### src/rtl/interp_out_pkg.sv
// rtl/interp_out_pkg.sv - shared constants and types for the DAC output stage
//
// Purpose: frame geometry, serialiser state encoding and frame-length helper
// used by interp_dac_out.
// Ports: none (package).
package interp_out_pkg;

  localparam int FRAME_BITS = 24;

  typedef enum logic [1:0] {
    ST_IDLE,
    ST_LOAD,
    ST_SHIFT,
    ST_CS_HOLD
  } ser_state_e;

  // One LOAD cycle, 2*FRAME_BITS SCLK half-periods, then one half-period of CS hold.
  function automatic int frame_cycles(input int sclk_half);
    return 1 + 2 * FRAME_BITS * sclk_half + sclk_half;
  endfunction

endpackage

### src/rtl/interp_dac_out_if.sv
// rtl/interp_dac_out_if.sv - sample input, SPI output and status bundle
//
// Purpose: groups the controller-facing strobe/data, the DAC SPI pins and the
// status outputs of interp_dac_out.
// Ports (signals):
//   sample_rdy, sample_in, clr_flags       : controller -> output stage
//   dac_cs_n, dac_sclk, dac_mosi           : SPI to DAC
//   frame_done, fifo_level, buf_afull,
//   overflow, underrun                     : status
// Modports: master (controller side), slave (output stage).
interface interp_dac_out_if #(
  parameter int DW = 16,
  parameter int AW = 3
);

  logic          sample_rdy;
  logic [DW-1:0] sample_in;
  logic          clr_flags;
  logic          dac_cs_n;
  logic          dac_sclk;
  logic          dac_mosi;
  logic          frame_done;
  logic [AW:0]   fifo_level;
  logic          buf_afull;
  logic          overflow;
  logic          underrun;

  modport master (
    output sample_rdy, sample_in, clr_flags,
    input  dac_cs_n, dac_sclk, dac_mosi, frame_done,
    input  fifo_level, buf_afull, overflow, underrun
  );

  modport slave (
    input  sample_rdy, sample_in, clr_flags,
    output dac_cs_n, dac_sclk, dac_mosi, frame_done,
    output fifo_level, buf_afull, overflow, underrun
  );

endinterface

### src/rtl/sample_fifo.sv
// rtl/sample_fifo.sv - DEPTH x DW register FIFO with occupancy count
//
// Purpose: buffers filter samples between capture and the output tick.
// Ports:
//   clk_i, rst_ni   : clock, asynchronous active-low reset
//   wr_en_i, wr_data_i : write strobe and data (caller guarantees room)
//   rd_en_i, rd_data_o : pop strobe and head data (head valid when !empty_o)
//   level_o, full_o, empty_o : occupancy 0..DEPTH and derived flags
module sample_fifo #(
  parameter int DW    = 16,
  parameter int DEPTH = 8,
  parameter int AW    = 3
) (
  input  logic          clk_i,
  input  logic          rst_ni,
  input  logic          wr_en_i,
  input  logic [DW-1:0] wr_data_i,
  input  logic          rd_en_i,
  output logic [DW-1:0] rd_data_o,
  output logic [AW:0]   level_o,
  output logic          full_o,
  output logic          empty_o
);

  localparam logic [AW:0] FULL_LVL = (AW + 1)'(DEPTH);

  logic [DW-1:0] mem_q [DEPTH];
  logic [AW-1:0] wr_ptr_q;
  logic [AW-1:0] rd_ptr_q;
  logic [AW:0]   level_q;

  // Storage needs no reset; only pointers and level define contents.
  always_ff @(posedge clk_i) begin
    if (wr_en_i) begin
      mem_q[wr_ptr_q] <= wr_data_i;
    end
  end

  always_ff @(posedge clk_i or negedge rst_ni) begin
    if (!rst_ni) begin
      wr_ptr_q <= '0;
      rd_ptr_q <= '0;
      level_q  <= '0;
    end else begin
      if (wr_en_i) begin
        wr_ptr_q <= wr_ptr_q + 1'b1;
      end
      if (rd_en_i) begin
        rd_ptr_q <= rd_ptr_q + 1'b1;
      end
      case ({wr_en_i, rd_en_i})
        2'b10:   level_q <= level_q + 1'b1;
        2'b01:   level_q <= level_q - 1'b1;
        default: level_q <= level_q;
      endcase
    end
  end

  assign rd_data_o = mem_q[rd_ptr_q];
  assign level_o   = level_q;
  assign full_o    = (level_q == FULL_LVL);
  assign empty_o   = (level_q == '0);

endmodule

### src/rtl/interp_dac_out.sv
// rtl/interp_dac_out.sv - sample buffer, rate tick and SPI serialiser to the DAC
//
// Purpose: captures interpolated samples on sample_rdy, releases one per
// SAMPLE_DIV cycles and shifts {DAC_CMD, sample} out as a 24-bit SPI frame.
// Ports:
//   CLOCK : system clock
//   RESET : asynchronous active-low reset
//   bus   : interp_dac_out_if.slave (sample input, SPI pins, status)
module interp_dac_out
  import interp_out_pkg::*;
#(
  parameter int         DW         = 16,
  parameter int         DEPTH      = 8,
  parameter int         AW         = 3,
  parameter int         SAMPLE_DIV = 256,
  parameter int         SCLK_HALF  = 2,
  parameter logic [7:0] DAC_CMD    = 8'h30
) (
  input logic              CLOCK,
  input logic              RESET,
  interp_dac_out_if.slave  bus
);

  localparam int FRAME_CYCLES = frame_cycles(SCLK_HALF);
  localparam int CW  = $clog2(SAMPLE_DIV);
  localparam int HW  = (SCLK_HALF > 1) ? $clog2(SCLK_HALF) : 1;
  localparam int BCW = $clog2(FRAME_BITS);

  localparam logic [CW-1:0]  TICK_LAST = CW'(SAMPLE_DIV - 1);
  localparam logic [HW-1:0]  HALF_LAST = HW'(SCLK_HALF - 1);
  localparam logic [BCW-1:0] BIT_LAST  = BCW'(FRAME_BITS - 1);
  localparam logic [AW:0]    AFULL_LVL = (AW + 1)'(DEPTH - 2);

  // Rate tick
  logic [CW-1:0] tick_cnt_q;
  logic          tick;

  // Serialiser
  ser_state_e            state_q, state_d;
  logic [FRAME_BITS-1:0] sr_q, sr_d;
  logic [FRAME_BITS-1:0] frame;
  logic [BCW-1:0]        bit_cnt_q, bit_cnt_d;
  logic [HW-1:0]         half_q, half_d;
  logic                  cs_n_q, cs_n_d;
  logic                  sclk_q, sclk_d;
  logic                  mosi_q, mosi_d;
  logic                  done_q, done_d;
  logic [DW-1:0]         last_sample_q, last_sample_d;

  // FIFO and flags
  logic          overflow_q, underrun_q;
  logic          pop, wr_en, ovf_set, unr_set;
  logic [DW-1:0] fifo_dout;
  logic [AW:0]   fifo_level;
  logic          fifo_full, fifo_empty;

  assign tick    = (tick_cnt_q == TICK_LAST);
  assign pop     = tick && (state_q == ST_IDLE) && !fifo_empty;
  assign unr_set = tick && (state_q == ST_IDLE) && fifo_empty;
  // A pop in the same cycle frees the slot, so a full FIFO still accepts.
  assign wr_en   = bus.sample_rdy && (!fifo_full || pop);
  assign ovf_set = bus.sample_rdy && !wr_en;

  sample_fifo #(
    .DW    (DW),
    .DEPTH (DEPTH),
    .AW    (AW)
  ) u_fifo (
    .clk_i     (CLOCK),
    .rst_ni    (RESET),
    .wr_en_i   (wr_en),
    .wr_data_i (bus.sample_in),
    .rd_en_i   (pop),
    .rd_data_o (fifo_dout),
    .level_o   (fifo_level),
    .full_o    (fifo_full),
    .empty_o   (fifo_empty)
  );

  always_comb begin
    state_d       = state_q;
    sr_d          = sr_q;
    bit_cnt_d     = bit_cnt_q;
    half_d        = half_q;
    cs_n_d        = cs_n_q;
    sclk_d        = sclk_q;
    mosi_d        = mosi_q;
    last_sample_d = last_sample_q;
    frame         = '0;

    unique case (state_q)
      ST_IDLE: begin
        cs_n_d = 1'b1;
        sclk_d = 1'b0;
        if (tick) begin
          // On an empty FIFO the previous sample is resent to hold the DAC level.
          if (!fifo_empty) begin
            last_sample_d = fifo_dout;
          end
          frame     = {DAC_CMD, last_sample_d};
          sr_d      = frame;
          mosi_d    = frame[FRAME_BITS-1];
          cs_n_d    = 1'b0;
          bit_cnt_d = '0;
          half_d    = '0;
          state_d   = ST_LOAD;
        end
      end

      ST_LOAD: begin
        half_d  = '0;
        state_d = ST_SHIFT;
      end

      ST_SHIFT: begin
        if (half_q == HALF_LAST) begin
          half_d = '0;
          sclk_d = !sclk_q;
          if (sclk_q) begin
            // Falling edge: present the next bit, or end the frame after the last.
            sr_d = sr_q << 1;
            if (bit_cnt_q == BIT_LAST) begin
              state_d = ST_CS_HOLD;
              cs_n_d  = 1'b1;
              sclk_d  = 1'b0;
              mosi_d  = 1'b0;
            end else begin
              bit_cnt_d = bit_cnt_q + 1'b1;
              mosi_d    = sr_q[FRAME_BITS-2];
            end
          end
        end else begin
          half_d = half_q + 1'b1;
        end
      end

      ST_CS_HOLD: begin
        if (half_q == HALF_LAST) begin
          half_d  = '0;
          state_d = ST_IDLE;
        end else begin
          half_d = half_q + 1'b1;
        end
      end
    endcase

    // Registered pulse lands on the final CS_HOLD cycle.
    done_d = (state_d == ST_CS_HOLD) && (half_d == HALF_LAST);
  end

  always_ff @(posedge CLOCK or negedge RESET) begin
    if (!RESET) begin
      tick_cnt_q    <= '0;
      state_q       <= ST_IDLE;
      sr_q          <= '0;
      bit_cnt_q     <= '0;
      half_q        <= '0;
      cs_n_q        <= 1'b1;
      sclk_q        <= 1'b0;
      mosi_q        <= 1'b0;
      done_q        <= 1'b0;
      last_sample_q <= '0;
      overflow_q    <= 1'b0;
      underrun_q    <= 1'b0;
    end else begin
      tick_cnt_q    <= tick ? '0 : tick_cnt_q + 1'b1;
      state_q       <= state_d;
      sr_q          <= sr_d;
      bit_cnt_q     <= bit_cnt_d;
      half_q        <= half_d;
      cs_n_q        <= cs_n_d;
      sclk_q        <= sclk_d;
      mosi_q        <= mosi_d;
      done_q        <= done_d;
      last_sample_q <= last_sample_d;
      // A set event in the same cycle as clr_flags keeps the flag set.
      overflow_q    <= ovf_set | (overflow_q & ~bus.clr_flags);
      underrun_q    <= unr_set | (underrun_q & ~bus.clr_flags);
    end
  end

  assign bus.dac_cs_n   = cs_n_q;
  assign bus.dac_sclk   = sclk_q;
  assign bus.dac_mosi   = mosi_q;
  assign bus.frame_done = done_q;
  assign bus.fifo_level = fifo_level;
  assign bus.buf_afull  = (fifo_level >= AFULL_LVL);
  assign bus.overflow   = overflow_q;
  assign bus.underrun   = underrun_q;

  // SAMPLE_DIV too small for a whole frame shows up as a tick outside IDLE.
  a_tick_idle: assert property (@(posedge CLOCK) disable iff (!RESET)
    (SAMPLE_DIV >= FRAME_CYCLES + 2) && (!tick || state_q == ST_IDLE));

endmodule
### src/flat_wrapper.sv
// flat-port wrapper written by rule: the top's interface ports become plain ports
module interp_dac_out_flat import interp_out_pkg::*;
#(
  parameter int         DW         = 16,
  parameter int         DEPTH      = 8,
  parameter int         AW         = 3,
  parameter int         SAMPLE_DIV = 256,
  parameter int         SCLK_HALF  = 2,
  parameter logic [7:0] DAC_CMD    = 8'h30
)
  (CLOCK, RESET, bus_sample_rdy, bus_sample_in, bus_clr_flags, bus_dac_cs_n, bus_dac_sclk, bus_dac_mosi, bus_frame_done, bus_fifo_level, bus_buf_afull, bus_overflow, bus_underrun);
  interp_dac_out_if #(.DW(DW), .AW(AW)) bus_i ();
  input logic CLOCK;
  input logic RESET;
  input wire logic [$bits(bus_i.sample_rdy)-1:0] bus_sample_rdy;
  input wire logic [$bits(bus_i.sample_in)-1:0] bus_sample_in;
  input wire logic [$bits(bus_i.clr_flags)-1:0] bus_clr_flags;
  output wire logic [$bits(bus_i.dac_cs_n)-1:0] bus_dac_cs_n;
  output wire logic [$bits(bus_i.dac_sclk)-1:0] bus_dac_sclk;
  output wire logic [$bits(bus_i.dac_mosi)-1:0] bus_dac_mosi;
  output wire logic [$bits(bus_i.frame_done)-1:0] bus_frame_done;
  output wire logic [$bits(bus_i.fifo_level)-1:0] bus_fifo_level;
  output wire logic [$bits(bus_i.buf_afull)-1:0] bus_buf_afull;
  output wire logic [$bits(bus_i.overflow)-1:0] bus_overflow;
  output wire logic [$bits(bus_i.underrun)-1:0] bus_underrun;
  assign bus_i.sample_rdy = bus_sample_rdy;
  assign bus_i.sample_in = bus_sample_in;
  assign bus_i.clr_flags = bus_clr_flags;
  assign bus_dac_cs_n = bus_i.dac_cs_n;
  assign bus_dac_sclk = bus_i.dac_sclk;
  assign bus_dac_mosi = bus_i.dac_mosi;
  assign bus_frame_done = bus_i.frame_done;
  assign bus_fifo_level = bus_i.fifo_level;
  assign bus_buf_afull = bus_i.buf_afull;
  assign bus_overflow = bus_i.overflow;
  assign bus_underrun = bus_i.underrun;
  interp_dac_out #(.DW(DW), .DEPTH(DEPTH), .AW(AW), .SAMPLE_DIV(SAMPLE_DIV), .SCLK_HALF(SCLK_HALF), .DAC_CMD(DAC_CMD)) u_core (.CLOCK(CLOCK), .RESET(RESET), .bus(bus_i));
endmodule
### config.mk
export PLATFORM = sky130hd
export DESIGN_NAME = interp_dac_out_flat
export DESIGN_NICKNAME = d
export VERILOG_FILES = /design/src/rtl/interp_out_pkg.sv /design/src/rtl/interp_dac_out_if.sv /design/src/rtl/sample_fifo.sv /design/src/rtl/interp_dac_out.sv /design/src/flat_wrapper.sv
export SDC_FILE = /design/constraint.sdc
export NUM_CORES = 1
export LEC_CHECK = 0
export BUFFER_PORTS_ARGS = -buffer_cell sky130_fd_sc_hd__buf_4
export CAP_MARGIN = 30
export CORE_MARGIN = 5
export CORE_UTILIZATION = 55
export CTS_CLUSTER_SIZE = 25
export DETAILED_ROUTE_END_ITERATION = 10
export PLACE_DENSITY = 0.7
export SYNTH_ARGS = -nofsm -noshare
export SYNTH_HDL_FRONTEND = slang
export SYNTH_HIERARCHICAL = 1
export SYNTH_SLANG_ARGS = --single-unit
### constraint.sdc
create_clock -name CLOCK -period 4 [get_ports CLOCK]
set_input_delay 0.4 -clock CLOCK [delete_from_list [all_inputs] [get_ports CLOCK]]
set_output_delay 0.4 -clock CLOCK [all_outputs]
set_load 0.01 [all_outputs]
# --- Word-level counts from Yosys, hierarchy flattened ---
# Memories as Yosys holds them, arrays and structs flattened.
# Index checks and enable logic that the tools add are counted.
word_totals:
  ram_bits: 128
  latch_bits: 0
  inputBits: 20
  mem_bits_ro: 0
  register_bits: 71
  out_inout_bits: 11
  memories: 1
classes:
  div: 0
  muxes: 37
  n_mul: 0
  n_addsub: 7
  reduce_logical: 21
  magnitude_cmp: 1
  shifts: 0
  eq_ne: 14
  bitwise: 5
mem_list:
  columns: ["name", "depth", "word_bits", "read_ports", "rd_clocked_by_memory_dff", "write_ports", "line", "source"]
  rows:
  - ["u_core.u_fifo.mem_q", 8, 16, 1, 0, 1, "sample_fifo.sv:27", "logic [DW-1:0] mem_q [DEPTH];"]
op_table:
  columns: ["operator", "count"]
  rows:
  - ["$mux 23", 3]
  - ["$pmux 23 s2", 1]
  - ["$mux 5", 4]
  - ["$mux 16", 1]
  - ["$mux 1", 15]
  - ["$mux 2", 5]
  - ["$pmux 5 s2", 1]
  - ["$add 8x1->8 const B", 1]
  - ["$eq 2x2->1 const B", 4]
  - ["$eq 8x8->1 const B", 1]
  - ["$mux 8", 1]
  - ["$ne 2x1->1 const B", 4]
  - ["$pmux 2 s4", 1]
  - ["$pmux 4 s2", 1]
  - ["$reduce_and 4->1", 2]
  - ["$add 3x1->3 const B", 2]
  - ["$logic_and 1x1->1", 6]
  - ["$pmux 1 s2", 3]
  - ["$add 5x1->5 const B", 1]
  - ["$eq 5x5->1 const B", 1]
  - ["$reduce_and 5->1", 1]
  - ["$add 4x1->4 const B", 1]
  - ["$eq 2x1->1 const B", 2]
  - ["$eq 4x4->1 const B", 1]
  - ["15 further kinds", 22]

# --- Longest topological paths before layout ---
depth:
  word_depth: 8
  ltp_mapped: 14
  mapped_depth_nobuf: 13

# --- Cells and area by module ---
# Netlist, hierarchy kept.
modules_own_cells:
  columns: ["module", "cells_each", "n_inst", "area_each_um2"]
  rows:
  - ["sample_fifo", 240, 1, 5475.3]
  - ["interp_dac_out", 248, 1, 2825.2]

# --- Worst setup path before layout ---
# No wires, ideal clock.
synth_path:
  path_type: "register to register"
  startpoint: "register u_core.tick_cnt_q[0]"
  endpoint: "memory u_core.u_fifo.mem_q[0][0] (enable)"
  n_path_buf: 1
  setup_slack_ns: 0.713
  stages_incl_launch_ff: 9
  setup_time_ns: 0.409
  t_arrival_ns: 2.877
  path_cell_list: "dfrtp_1 ha_1 and4_1 nand2_1 nor3_1 buf_2 o21a_1 nand2b_1 nor3_1"
synth_via:
  elab_chain_cells: 7
synth_lines:
  columns: ["element", "line", "source"]
  rows:
  - ["start, declared", "interp_dac_out.sv:35", "logic [CW-1:0] tick_cnt_q;"]
  - ["start signal, assigned", "interp_dac_out.sv:166", "tick_cnt_q <= tick ? '0 : tick_cnt_q + 1'b1;"]
  - ["$eq 8x8->1", "interp_dac_out.sv:57", "assign tick = (tick_cnt_q == TICK_LAST);"]
  - ["$logic_and 1x1->1 (2 in series)", "interp_dac_out.sv:58", "assign pop = tick && (state_q == ST_IDLE) && !fifo_empty;"]
  - ["$logic_or 1x1->1", "interp_dac_out.sv:61", "assign wr_en = bus.sample_rdy && (!fifo_full || pop);"]
  - ["$logic_and 1x1->1", "interp_dac_out.sv:61", null]
  - ["via u_core.wr_en", "interp_dac_out.sv:52", "logic pop, wr_en, ovf_set, unr_set;"]
  - ["$mux 1", "sample_fifo.sv:34", "if (wr_en_i) begin"]
  - ["$mux 1 (implied by the code)", "sample_fifo.sv:35", "mem_q[wr_ptr_q] <= wr_data_i;"]
  - ["end, declared", "sample_fifo.sv:27", null]
# The timed path passes the listed nets, and every way through them passes these cells.

# --- Worst setup path after layout ---
layout_path:
  startpoint: "register u_core.tick_cnt_q[0]"
  endpoint: "register u_core.u_fifo.level_q[2], in the netlist u_core/u_fifo/level_o[2]"
layout_via:
  elab_chain_cells: 7
layout_lines:
  columns: ["element", "line", "source"]
  rows:
  - ["$eq 8x8->1 (*)", "interp_dac_out.sv:57", null]
  - ["$logic_and 1x1->1 (*) (2 in series)", "interp_dac_out.sv:58", null]
  - ["$logic_or 1x1->1 (*)", "interp_dac_out.sv:61", null]
  - ["$logic_and 1x1->1 (*)", "interp_dac_out.sv:61", null]
  - ["via u_core.wr_en", "interp_dac_out.sv:52", null]
  - ["$eq 2x1->1 or $eq 2x2->1 (tied branches)", "sample_fifo.sv:51", "case ({wr_en_i, rd_en_i})"]
  - ["$pmux 4 s2 or $reduce_bool 2->1 (tied branches)", null, null]
  - ["end signal, assigned", "sample_fifo.sv:52", "2'b10: level_q <= level_q + 1'b1;"]
  - ["end signal, assigned", "sample_fifo.sv:53", "2'b01: level_q <= level_q - 1'b1;"]
  - ["end signal, assigned", "sample_fifo.sv:54", "default: level_q <= level_q;"]
  - ["end, declared", "sample_fifo.sv:30", "logic [AW:0] level_q;"]
# Mark *: on every way through the listed nets, which the timed path passes. The rest lies on a longest branch.
# A chain may end at the register's enable or synchronous reset.

==> impl_results.md <==
* Period utilisation layout at 75.0%
* Clock transition at path regs at 0.07 ns
* Total inserted antenna cells at 0
* Largest clock skew in the final design at 0.00830 ns
* Total number of H-tree levels at 4
* Cell internal power dissipation at 0.00363 W
* Share of synthesized area occupied by flip-flops and latches at around two thirds
* Slew Viols, Final at 0
* Max cap viols at 0
* Post-Synthesis Cell Area at 8300 um^2
* RSZ-0062 raised after global routing: false
* Switching component of the power at 0.00124 W
* Post-Place Setup Slack at 0.920 ns
* Number of buffer and inverter stages on the critical path at 1
* Die outline area at 17600 um^2
* Top cell type's share of synthesized area at ~46%
* Number of gates resized after CTS at 0
* Clock network fraction of total power at 36.0%
* Clock tree from TritonCTS: built
* Seq pwr share at between 50% and 60%
* Area growth, synth to finish at 12.7%
* Post-route minimum period at roughly 3.0 ns
* Max transition margin at 39.2%
* Synthesized Nets at 515
* Synth Flop Type: edfxtp_1
* Core Area at 15000 um^2
* Crit. path cell count at 13
* Number of global-route vias before repair at 4378
* PnR worst setup slack at 0.999 ns
* Net Sw Frac at 25.5%
* FILL cells at 1075
* Post-synthesis register bit count at 199
* Number of antenna violations at the first check in global routing at 0
* GPL Wtd Cong at between 0.7 and 0.8
* R2r worst-path depth at 13
* Number of flops mapped to enable cells by yosys at 128
* DR vias at 4250
* Final sum of negative setup slack at 0 ns
* Crit Path Category: flop to flop
* Total grt overflow at 0
* Endpoint class of the critical path: flop
* Biggest area contributors in the synthesized netlist: edfxtp_1, dfrtp_1, mux4_1
* Combinational fraction of design power at between 10% and 20%
* Boundary pin count at 31
* Worst IR drop on VDD at ~0.37 mV
* Share of post-route cells with drive strength above 1 at 23.8%
* Synth area leader: edfxtp_1
* Synthesized instance count at 488
* Post-CTS Setup Repair Bufs at 0
* Post-route ant nets at 0
* Largest net degree at the start of global routing at 72
* Worst Tran Pin Value at 0.912 ns
* Maximum fanout count along the critical path at 7
* Average detailed-routed wire length per instance at a little over 20 um
* Number of nets at the end of the flow at 557
* Worst path required time at 4.31 ns
* Initial Util at 55.4%
* Overall global routing resource usage at between 10% and 20%
* Hold crit path type: primary input to async pin
* Number of distinct library cell variants in the gate-level netlist after synthesis at ~50
* Std-Cell Rows at 45
* CP Data Arrival Time at 3.31 ns
* Aggregate routed wire length at 14.8 mm
* Critical Path Start Type: flop
* Setup violations, final at 0
* Max Buffers Root-to-Sink at 2
* Cell at the root of the clock tree: clkbuf_16
* Critical Path Max Stage Delay at 0.44 ns
* Standard cell with the maximum stage delay on the critical path: dfrtp_1
* Maximum clock frequency at 333 MHz
* Kind of cell with the highest combined delay on the critical path: adder cells
* Global-route wire length before repair at 23.6 mm
* Detail-routed via count per cell at 5.81
* Cts hold-fix bufs at 0
* Async SR Flop Fraction at 35.7%
* Die outline height at 133 um
* Cell breakdown of the critical path: ha_1 -> and4_1 -> nand2_1 -> nor3_1 -> o21a_1 -> inv_1 -> ha_1 -> xor2_1 -> ha_1 -> a21oi_1 -> xor2_1 -> nor2_1 -> xor2_1
* Total power density per cell area at around 520 nW/um^2
* Initial DRT Pass Iterations at 4
* Run status: complete, no violations
* Detailed-placement wirelength estimate at 8.62 mm
* DR iter-0 viols at 262
* Avg Cell Area, Syn at roughly 17 um^2
* DIE WIDTH at 133 um
* Final-report hold violation count at 0
* Total clock buffers created by CTS at 17
* Insertion delay of the later-clocked pin in the worst-skew pair at 0.43 ns
* Static Leak at 3.52 nW
* Number of clock sinks at roughly 200
* Yosys warns at 6
* Total DRC errors in the routed layout at 0
* # port buffers at 30
-- stage by stage --
step / hold WS [ns] / util (%) / area [um^2] / total power (W) / cells
floorplan: 0.104 / - / 8300 / 0.00289 / 488
global placement: 0.465 / 58.3 / 8730 / 0.00313 / 697
detailed placement: 0.479 / 58.4 / 8740 / 0.00316 / 698
CTS: 0.112 / 62.4 / 9350 / 0.00492 / 730
global route: 0.150 / 62.5 / 9350 / 0.00506 / 731
finish: 0.0742 / 62.5 / 9350 / 0.00487 / 731
-- power groups by stage --
| stage | clock network [W] | logic (W) | registers [W] |
|---|---|---|---|
| CTS | 0.00179 | 0.000586 | 0.00254 |
| floorplan | 0 | 0.000328 | 0.00256 |
| global route | 0.00187 | 0.000626 | 0.00256 |
| finish | 0.00175 | 0.000574 | 0.00254 |
| global placement | 0 | 0.000568 | 0.00256 |
| detailed placement | 0 | 0.000581 | 0.00258 |
-- registers in the layout (all words and copies together) (netlist names), 3 cells and up --
signal	flops
u_core/u_fifo/level_o	4
u_core/u_fifo/wr_ptr_q	3
u_core/u_fifo/rd_ptr_q	3
u_core/last_sample_q	16
u_core/u_fifo/mem_q	128
u_core/tick_cnt_q	8
u_core/sr_q	23
u_core/bit_cnt_q	5
-- final cells by class --
| cell class | count | area (um^2) | area share [%] |
|---|---|---|---|
| inverter | 10 | 37.5 | 0.401 |
| multi-input combinational | 257 | 2510 | 26.8 |
| sequential | 199 | 5620 | 60.1 |
| timing repair buffer | 45 | 343 | 3.67 |
| tap | 188 | 235 | 2.51 |
| clock inverter | 15 | 183 | 1.95 |
| clock buffer | 17 | 425 | 4.55 |
-- cell families after synthesis --
family	Yosys count	synth area share (%)
xor gates and xnor gates	15	1.58
buffers and inverters	32	2.25
AOI/OAI and AO/OA	55	4.30
DFF	199	67.7
and+or+nand+nor	87	5.08
muxes	93	18.0
adders and majority gates	7	1.06
-- cell usage in the layout, fill, tap and decap left out, types with 16 or more instances in the layout --
cell type and n:
edfxtp_1 128, dfrtp_1 70, buf_4 43, mux2_2 35
nand2_1 33, o21ai_0 27, mux4_1 25, clkbuf_16 17
mux2i_1 17, nor2_1 16
-- per-layer routing --
metal  part of all wire [%]  vias to the layer above  GRT usage [%]
met5                      0                        -              0
met4                    1.8                        0           7.79
met3                    3.4                       22           3.92
met2                     49                       80           28.0
met1                     45                     2170           23.6
li1                       -                     1978              -
-- synthesized netlist by cell type, drive strengths merged (3+ instances only) --
cell type	number
buf	16
nand2b	5
nand3	8
xnor2	5
mux4	32
inv	10
edfxtp	128
xor2	10
a22o	8
nor2	16
o21ai	27
dfrtp	70
nand2	34
clkbuf	6
nor2b	4
a21oi	5
mux2i	17
mux2	44
nor3	5
ha	7
nor4	3
-- path summary, 6_finish.rpt --
kind / start / to / slack (ns)
max: u_core/tick_cnt_q[0] / u_core/u_fifo/level_o[2] / 1.0
min: RESET / u_core/tick_cnt_q[4] / 0.07
max reg2reg: u_core/tick_cnt_q[0] / u_core/u_fifo/level_o[2] / 1.0
min reg2reg: u_core/last_sample_q[15] / u_core/last_sample_q[15] / 0.49
max in group asynchronous: RESET / u_core/sr_q[12] / 3.34
min in group CLOCK: bus_clr_flags / u_core/bus.overflow / 0.15
No activity file was read; power rests on OpenSTA's default activity.
